<file path="config.mk">
export PLATFORM = sky130hd
export DESIGN_NAME = obs_ctrl
export DESIGN_NICKNAME = d
export VERILOG_FILES = /design/src/rtl/obs_ctrl.sv
export SDC_FILE = /design/constraint.sdc
export NUM_CORES = 1
export LEC_CHECK = 0
export BUFFER_PORTS_ARGS = -buffer_cell sky130_fd_sc_hd__buf_4
export CORE_MARGIN = 2
export CORE_UTILIZATION = 35
export DETAILED_ROUTE_END_ITERATION = 16
export GPL_TIMING_DRIVEN = 0
export PLACE_DENSITY_LB_ADDON = 0.25
export SLEW_MARGIN = 0
export SYNTH_ARGS = -nofsm -noshare
export SYNTH_HDL_FRONTEND = slang
export SYNTH_SLANG_ARGS = --single-unit
export TNS_END_PERCENT = 100
</file>
<file path="constraint.sdc">
create_clock -name clk_i -period 3.8 [get_ports clk_i]
set_clock_uncertainty 0.2 [all_clocks]
set_input_delay 0.19 -clock clk_i [delete_from_list [all_inputs] [get_ports clk_i]]
set_output_delay 0.19 -clock clk_i [all_outputs]
set_load 0.005 [all_outputs]
</file>
<file path="src/rtl/obs_ctrl.sv">
// Obstacle motion controller: moves one obstacle down the screen once per frame,
// respawning it at a pseudo-random column after a fixed number of frames.
module obs_ctrl #(
   parameter int unsigned OBS_W          = 32,
   parameter int unsigned OBS_H          = 32,
   parameter int unsigned MAX_X          = 640,
   parameter int unsigned MAX_Y          = 480,
   parameter int unsigned SPEED_INIT     = 1,
   parameter int unsigned SPEED_MAX      = 8,
   parameter int unsigned LEVEL_PASSES   = 4,
   parameter int unsigned RESPAWN_FRAMES = 30
) (
   input  logic        clk_i,
   input  logic        rst_ni,
   input  logic [10:0] pix_x_i,
   input  logic [10:0] pix_y_i,
   input  logic        start_i,
   input  logic        hit_i,
   output logic [10:0] x1_o,
   output logic [10:0] x2_o,
   output logic [10:0] y1_o,
   output logic [10:0] y2_o,
   output logic        obs_active_o,
   output logic        passed_o,
   output logic [3:0]  speed_o
);

   localparam int unsigned FCW = $clog2(RESPAWN_FRAMES + 1);
   localparam int unsigned PCW = $clog2(LEVEL_PASSES + 1);

   localparam logic [10:0] Park      = 11'h7FF;
   localparam logic [10:0] MaxY      = 11'(MAX_Y);
   localparam logic [10:0] DecRow    = 11'(MAX_Y + 1);
   localparam logic [10:0] LastCol   = 11'(MAX_X - OBS_W);
   localparam logic [10:0] ObsWm1    = 11'(OBS_W - 1);
   localparam logic [10:0] ObsHm1    = 11'(OBS_H - 1);
   localparam logic [3:0]  SpeedInit = 4'(SPEED_INIT);
   localparam logic [3:0]  SpeedMax  = 4'(SPEED_MAX);
   localparam logic [9:0]  LfsrSeed  = 10'h2A5;

   typedef enum logic [1:0] {StIdle, StWait, StFall} state_e;

   state_e           state_q, state_d;
   logic             dec_q;
   logic [9:0]       lfsr_q, lfsr_d;
   logic [FCW-1:0]   frame_cnt_q, frame_cnt_d;
   logic [PCW-1:0]   pass_cnt_q, pass_cnt_d;
   logic [PCW-1:0]   pass_inc;
   logic [3:0]       speed_q, speed_d;
   logic [10:0]      x_left_q, x_left_d;
   logic [10:0]      y_top_q, y_top_d;
   logic [10:0]      x1_q, x1_d, x2_q, x2_d, y1_q, y1_d, y2_q, y2_d;
   logic             active_q, active_d;
   logic             passed_q, passed_d;

   logic             dec, tick;
   logic [10:0]      col, spawn_x, y_next;

   // One tick per frame: rising edge of the "just past the last visible line" marker.
   assign dec  = (pix_y_i == DecRow) && (pix_x_i == 11'd0);
   assign tick = dec & ~dec_q;

   // x^10 + x^7 + 1 Fibonacci LFSR, free-running.
   assign lfsr_d = {lfsr_q[8:0], lfsr_q[9] ^ lfsr_q[6]};

   // Fold the 10-bit random value into the legal column range 0..LastCol.
   assign col     = {1'b0, lfsr_q};
   assign spawn_x = (col <= LastCol) ? col : col - (LastCol + 11'd1);

   assign y_next   = y_top_q + {7'd0, speed_q};
   assign pass_inc = pass_cnt_q + PCW'(1);

   // Next-state logic for the motion FSM, counters and speed level.
   always_comb begin
      state_d     = state_q;
      frame_cnt_d = frame_cnt_q;
      pass_cnt_d  = pass_cnt_q;
      speed_d     = speed_q;
      x_left_d    = x_left_q;
      y_top_d     = y_top_q;
      passed_d    = 1'b0;

      if (!start_i) begin
         // Dropping start overrides everything, including a spawn or pass this cycle.
         state_d     = StIdle;
         frame_cnt_d = '0;
         pass_cnt_d  = '0;
         speed_d     = SpeedInit;
      end else begin
         case (state_q)
            StIdle: begin
               state_d     = StWait;
               frame_cnt_d = '0;
               pass_cnt_d  = '0;
               speed_d     = SpeedInit;
            end
            StWait: begin
               if (tick) begin
                  if (frame_cnt_q == FCW'(RESPAWN_FRAMES - 1)) begin
                     state_d     = StFall;
                     frame_cnt_d = '0;
                     x_left_d    = spawn_x;
                     y_top_d     = 11'd0;
                  end else begin
                     frame_cnt_d = frame_cnt_q + FCW'(1);
                  end
               end
            end
            StFall: begin
               if (hit_i) begin
                  // A hit takes priority over a same-cycle tick.
                  state_d = StWait;
               end else if (tick) begin
                  if (y_next >= MaxY) begin
                     state_d  = StWait;
                     passed_d = 1'b1;
                     if (pass_inc == PCW'(LEVEL_PASSES)) begin
                        pass_cnt_d = '0;
                        if (speed_q < SpeedMax) begin
                           speed_d = speed_q + 4'd1;
                        end
                     end else begin
                        pass_cnt_d = pass_inc;
                     end
                  end else begin
                     y_top_d = y_next;
                  end
               end
            end
            default: state_d = StIdle;
         endcase
      end
   end

   // Output values follow the next state so the bounds are registered, not decoded.
   always_comb begin
      active_d = (state_d == StFall);
      x1_d     = Park;
      x2_d     = Park;
      y1_d     = Park;
      y2_d     = Park;
      if (active_d) begin
         x1_d = x_left_d;
         x2_d = x_left_d + ObsWm1;
         y1_d = y_top_d;
         y2_d = y_top_d + ObsHm1;
      end
   end

   // State and output registers.
   always_ff @(posedge clk_i or negedge rst_ni) begin
      if (!rst_ni) begin
         state_q     <= StIdle;
         dec_q       <= 1'b0;
         lfsr_q      <= LfsrSeed;
         frame_cnt_q <= '0;
         pass_cnt_q  <= '0;
         speed_q     <= SpeedInit;
         x_left_q    <= 11'd0;
         y_top_q     <= 11'd0;
         x1_q        <= Park;
         x2_q        <= Park;
         y1_q        <= Park;
         y2_q        <= Park;
         active_q    <= 1'b0;
         passed_q    <= 1'b0;
      end else begin
         state_q     <= state_d;
         dec_q       <= dec;
         lfsr_q      <= lfsr_d;
         frame_cnt_q <= frame_cnt_d;
         pass_cnt_q  <= pass_cnt_d;
         speed_q     <= speed_d;
         x_left_q    <= x_left_d;
         y_top_q     <= y_top_d;
         x1_q        <= x1_d;
         x2_q        <= x2_d;
         y1_q        <= y1_d;
         y2_q        <= y2_d;
         active_q    <= active_d;
         passed_q    <= passed_d;
      end
   end

   assign x1_o         = x1_q;
   assign x2_o         = x2_q;
   assign y1_o         = y1_q;
   assign y2_o         = y2_q;
   assign obs_active_o = active_q;
   assign passed_o     = passed_q;
   assign speed_o      = speed_q;

endmodule

</file>
==> results.md <==
- The run finished, with violations left.
- The final reports fail on negative setup slack.
- The internal power component is 0.001533 W.
- The cell area power density is 314.9 mW/mm².
- The H-tree was split into 3 levels.
- The worst setup path is launched from a flip-flop.
- The total of warnings raised by yosys is 0.
- Compared with the post-synthesis result, the final layout area differs by 32.29%.
- Of all nets on the critical path, the largest fanout is 5.
- The count of cells along the worst hold path is 4.
- The final number of hold-violating endpoints is 0.
- In this run the vertical extent of the chip is 119.7 µm.
- The measured slew at the worst slew-check pin is 1.162 ns.
- Setup repair after global routing could not meet its margin everywhere.
- For this design the total switching power over the nets is 0.0004185 W.
- Max-cap violations in this run came to 0.
- The root buffer cell chosen for the clock tree is sky130_fd_sc_hd__clkbuf_16.
- The startpoint of the worst register-to-register path is speed_o[0]$_DFFE_PN1P_.
- The setup slack of the critical path after layout is -0.09435 ns.
- The worst hold slack across all endpoints is 0.09551 ns.
- After technology mapping, the gate count stands at 434.
- The number of enable flip-flop cells after synthesis is 0.
- Of the total power, combinational logic draws 3.7%.
- The number of standard cells in the final layout excluding fillers is 734.
- The die area is 0.01433 mm².
- Before antenna repair, the detailed router went through 5 iterations.
- The worst hold path begins at pix_y_i[3].
- The minimum period implied by the final worst setup slack is 3.894 ns.
- The number of filler instances in the final layout is 1228.
- The core region area is 0.01314 mm².
- For the worst flop-to-flop path, the logic depth is 17.
- The first global-routing pass estimated 18550 µm of wire.
- From left edge to right edge, the die measures 119.7 µm.
- The initial antenna violation count was 0.
- The register bit total from synthesis is 93.
- The detailed-placement wirelength estimate is 7472 µm.
- Entering global routing, the biggest net connects 94 pins.
- TritonCTS built the clock tree.
- For this design the top-level I/O count stands at 76.
- The post-placement worst setup slack is -0.5125 ns.
- Global routing used 16.23% of the available tracks across all layers.
- The first routing iteration left 237 violations.
- The worst-case IR drop observed on VDD is 0.1937 mV.
- At the later pin of the worst-skew pair, clock insertion delay measures 0.34 ns.
- The number of clock buffers added by TritonCTS is 9.
- In this run the mean area of a mapped cell was 10.79 µm².
- The cell taking the most area after synthesis is sky130_fd_sc_hd__dfstp_2.
- The placer congestion estimate is 0.8952.
- The share of synthesized area in the top cell type comes to 28.04%.
- Synthesis instantiated 73 different standard cells from the library.
- The share of total power dissipated in sequential elements is 51.0%.
- The critical path start-end classification is reg -> reg.
- Setup violations remaining at the end of the flow were counted as 2.
- Net switching is 21.44% of the power.
- The total vias in the final route is 3654.
- After the last flow step, the layout net total stands at 597.
- The main flop type after synthesis is sky130_fd_sc_hd__dfstp_2.
- The routed wire length is 10970 µm.
- For this run the aggregate overflow at the end of global routing stands at 0.
- STA puts the critical path data required time at 3.87 ns.
- The effective utilization at floorplan is 35.66%.
- The number of global-route vias before repair is 3735.
- The count of buffers from port buffering is 75.
- In this run the critical register-to-register path is captured at y2_o[10]$_DFF_PN1_.
- By count the netlist is led by 61 x sky130_fd_sc_hd__nand2_1, 50 x sky130_fd_sc_hd__dfstp_2, 43 x sky130_fd_sc_hd__dfrtp_1.
- Once placement completed, the tool counted placed cells totaling 685.
- The number of nets produced by synthesis is 478.
- The post-route fraction of the period consumed by the critical path is 102.5%.
- For flop-to-flop paths, the worst setup slack is -0.09 ns.
- After detailed routing, the average wire length per cell comes to 14.95 µm.
- For hold timing, the worst endpoint is dec_q$_DFF_PN0_.
- Using the TritonRoute via totals, the vias-per-cell ratio works out to 4.978.
- The total leakage power is 2.841 nW.
- The number of max-slew violations in the final report came to 0.
- The most frequent cell after synthesis is sky130_fd_sc_hd__nand2_1.
- The completed layout was analyzed and its total power is 0.001952 W.
- In this run the worst hold path is classified as in -> reg.
- The sequential fraction of the synthesis area is 51.01%.
- The highest achievable clock rate is 256.8 MHz.
- The maximum count of clock buffers along a single path is 2.
- In the synthesized netlist the async set-or-reset flop fraction comes to 100.0%.
- Once detail routing completed, the nets flagged for antenna violations numbered 0.
- The clock-pin slew on the worst setup and hold paths is 0.06 ns.
- For this design, the sink count on the clock tree is 93.
- In the post-synthesis netlist, the biggest area contributors are sky130_fd_sc_hd__dfstp_2 28%, sky130_fd_sc_hd__dfrtp_1 23%, sky130_fd_sc_hd__nand2_1 4.9%, sky130_fd_sc_hd__ha_1 4.5%, sky130_fd_sc_hd__xnor2_1 3.0%.
- STA puts the critical path data arrival time at 3.96 ns.
- The cell row count is 42.
- The endpoint class of the critical path is a flip-flop.
- The number of antenna diodes is 0.
- In this run the tightest slew margin relative to its limit is 22.51%.
- In the routed design, unresolved DRC markers number 0.
- The cell area after synthesis is 0.004684 mm².
- Cells with a size suffix above 1 make up 40.32% of the layout.
- The clock network accounts for 45.3% of the total power.
[routing by layer]
layer / share of wire [%] / vias to the layer above / global-route usage, %
met1: 44 / 1777 / 20.76
met4: 2.2 / 0 / 5.074
met2: 50 / 101 / 27.61
met3: 4.3 / 20 / 3.375
li1: - / 1756 / -
met5: 0 / - / 0
[critical path, cell delays in order, from the launching register on]
cell and delay (ns):
sky130_fd_sc_hd__dfstp_2 0.56, sky130_fd_sc_hd__ha_4 0.14, sky130_fd_sc_hd__inv_2 0.04, sky130_fd_sc_hd__fa_2 0.33, sky130_fd_sc_hd__nand2b_4 0.16, sky130_fd_sc_hd__a211o_4 0.37, sky130_fd_sc_hd__xnor2_2 0.13, sky130_fd_sc_hd__nand4b_1 0.26
sky130_fd_sc_hd__buf_4 0.23, sky130_fd_sc_hd__buf_4 0.13, sky130_fd_sc_hd__buf_4 0.12, sky130_fd_sc_hd__buf_4 0.12, sky130_fd_sc_hd__buf_4 0.12, sky130_fd_sc_hd__o2111ai_1 0.10, sky130_fd_sc_hd__o311a_4 0.26, sky130_fd_sc_hd__nand3_4 0.08
sky130_fd_sc_hd__nor3b_4 0.18, sky130_fd_sc_hd__mux2_4 0.29
[cell families (layout without fill, tap and decap cells)]
group	count (synthesis)	count (layout)	synth area share, %
DFF	93	93	51.01
AOI/OAI and AO/OA	67	67	11.43
and+or+nand+nor	175	175	20.94
buffers and inverters	40	164	3.365
xor gates and xnor gates	27	27	5.048
muxes	14	14	3.232
adders and majority gates	18	18	4.968
[worst max path at each step]
stage                                 startpoint            endpoint  slack, ns  cells after the start
final                     speed_o[0]$_DFFE_PN1P_  y2_o[10]$_DFF_PN1_      -0.09                     17
after global routing      speed_o[0]$_DFFE_PN1P_  y2_o[10]$_DFF_PN1_      -0.23                     16
after CTS                 speed_o[0]$_DFFE_PN1P_  y2_o[10]$_DFF_PN1_      -0.06                     15
after detailed placement  speed_o[0]$_DFFE_PN1P_  y2_o[10]$_DFF_PN1_      -0.51                     15
after global placement    speed_o[0]$_DFFE_PN1P_  y2_o[10]$_DFF_PN1_      -0.46                     15
after floorplan           speed_o[0]$_DFFE_PN1P_  y2_o[10]$_DFF_PN1_      -0.05                     15
[metrics by stage]
stage | util [%] | TNS (ns) | instance area (µm²)
finish | 47.17 | -0.1384 | 6197
global route | 47.17 | -0.7382 | 6197
CTS | 46.06 | -0.06065 | 6051
detailed placement | 41.95 | -14.26 | 5512
global placement | 41.95 | -12.01 | 5512
floorplan | - | -0.05025 | 4728
[final cells by class]
cell class,instances,area [µm²],share of cell area (%)
plain buffers,11,105.1,1.696
clock buffers,10,229.0,3.695
clock inverters,6,62.56,1.009
inverters,29,108.9,1.757
multi-input cells,301,2261,36.48
flip-flops and latches,93,2390,38.56
well taps,176,220.2,3.553
repair buffers,108,820.8,13.24
[cells in the final DEF, fill, tap and decap left out, types with 4 or more instances in the layout]
| master | count |
|---|---|
| sky130_fd_sc_hd__inv_1 | 28 |
| sky130_fd_sc_hd__dfrtp_1 | 43 |
| sky130_fd_sc_hd__or3_1 | 7 |
| sky130_fd_sc_hd__clkbuf_16 | 9 |
| sky130_fd_sc_hd__o21a_1 | 4 |
| sky130_fd_sc_hd__xnor2_1 | 15 |
| sky130_fd_sc_hd__nand3_1 | 14 |
| sky130_fd_sc_hd__dfstp_2 | 50 |
| sky130_fd_sc_hd__mux2i_1 | 11 |
| sky130_fd_sc_hd__nor2_1 | 26 |
| sky130_fd_sc_hd__o31ai_1 | 7 |
| sky130_fd_sc_hd__o21ai_0 | 11 |
| sky130_fd_sc_hd__buf_4 | 104 |
| sky130_fd_sc_hd__and2_1 | 4 |
| sky130_fd_sc_hd__dlygate4sd3_1 | 4 |
| sky130_fd_sc_hd__nand2b_1 | 8 |
| sky130_fd_sc_hd__nand2_1 | 60 |
| sky130_fd_sc_hd__xor2_1 | 10 |
| sky130_fd_sc_hd__ha_1 | 15 |
| sky130_fd_sc_hd__clkbuf_1 | 6 |
| sky130_fd_sc_hd__nand4_1 | 8 |
| sky130_fd_sc_hd__nor4_1 | 5 |
| sky130_fd_sc_hd__a21oi_1 | 6 |
[sequential cells by signal (all words and copies together), names as in the netlist, 5 cells and up]
name         count
frame_cnt_q      5
y2_o            11
y_top_q         11
y1_o            11
x2_o            11
lfsr_q          10
x_left_q        11
x1_o            11
[power groups by stage]
stage	sequential, W	combinational (W)	clock (W)
6_report	0.000995	0.0000730	0.000884
5_1_grt	0.000994	0.0000833	0.000946
3_3_place_gp	0.00101	0.0000684	0
2_1_floorplan	0.00101	0.0000222	0
4_1_cts	0.000994	0.0000746	0.000912
3_5_place_dp	0.00101	0.0000704	0
[repair_timing]
| action | CTS | global route |
|---|---|---|
| pin swaps | 9 | 12 |
| endpoints found under the setup margin | 43 | 39 |
| setup buffers | 19 | 10 |
| resized for setup | 15 | 20 |
| endpoints found under the hold margin | 46 | 0 |
| hold buffers | 4 | 0 |
(Power assumes the default switching activity.)
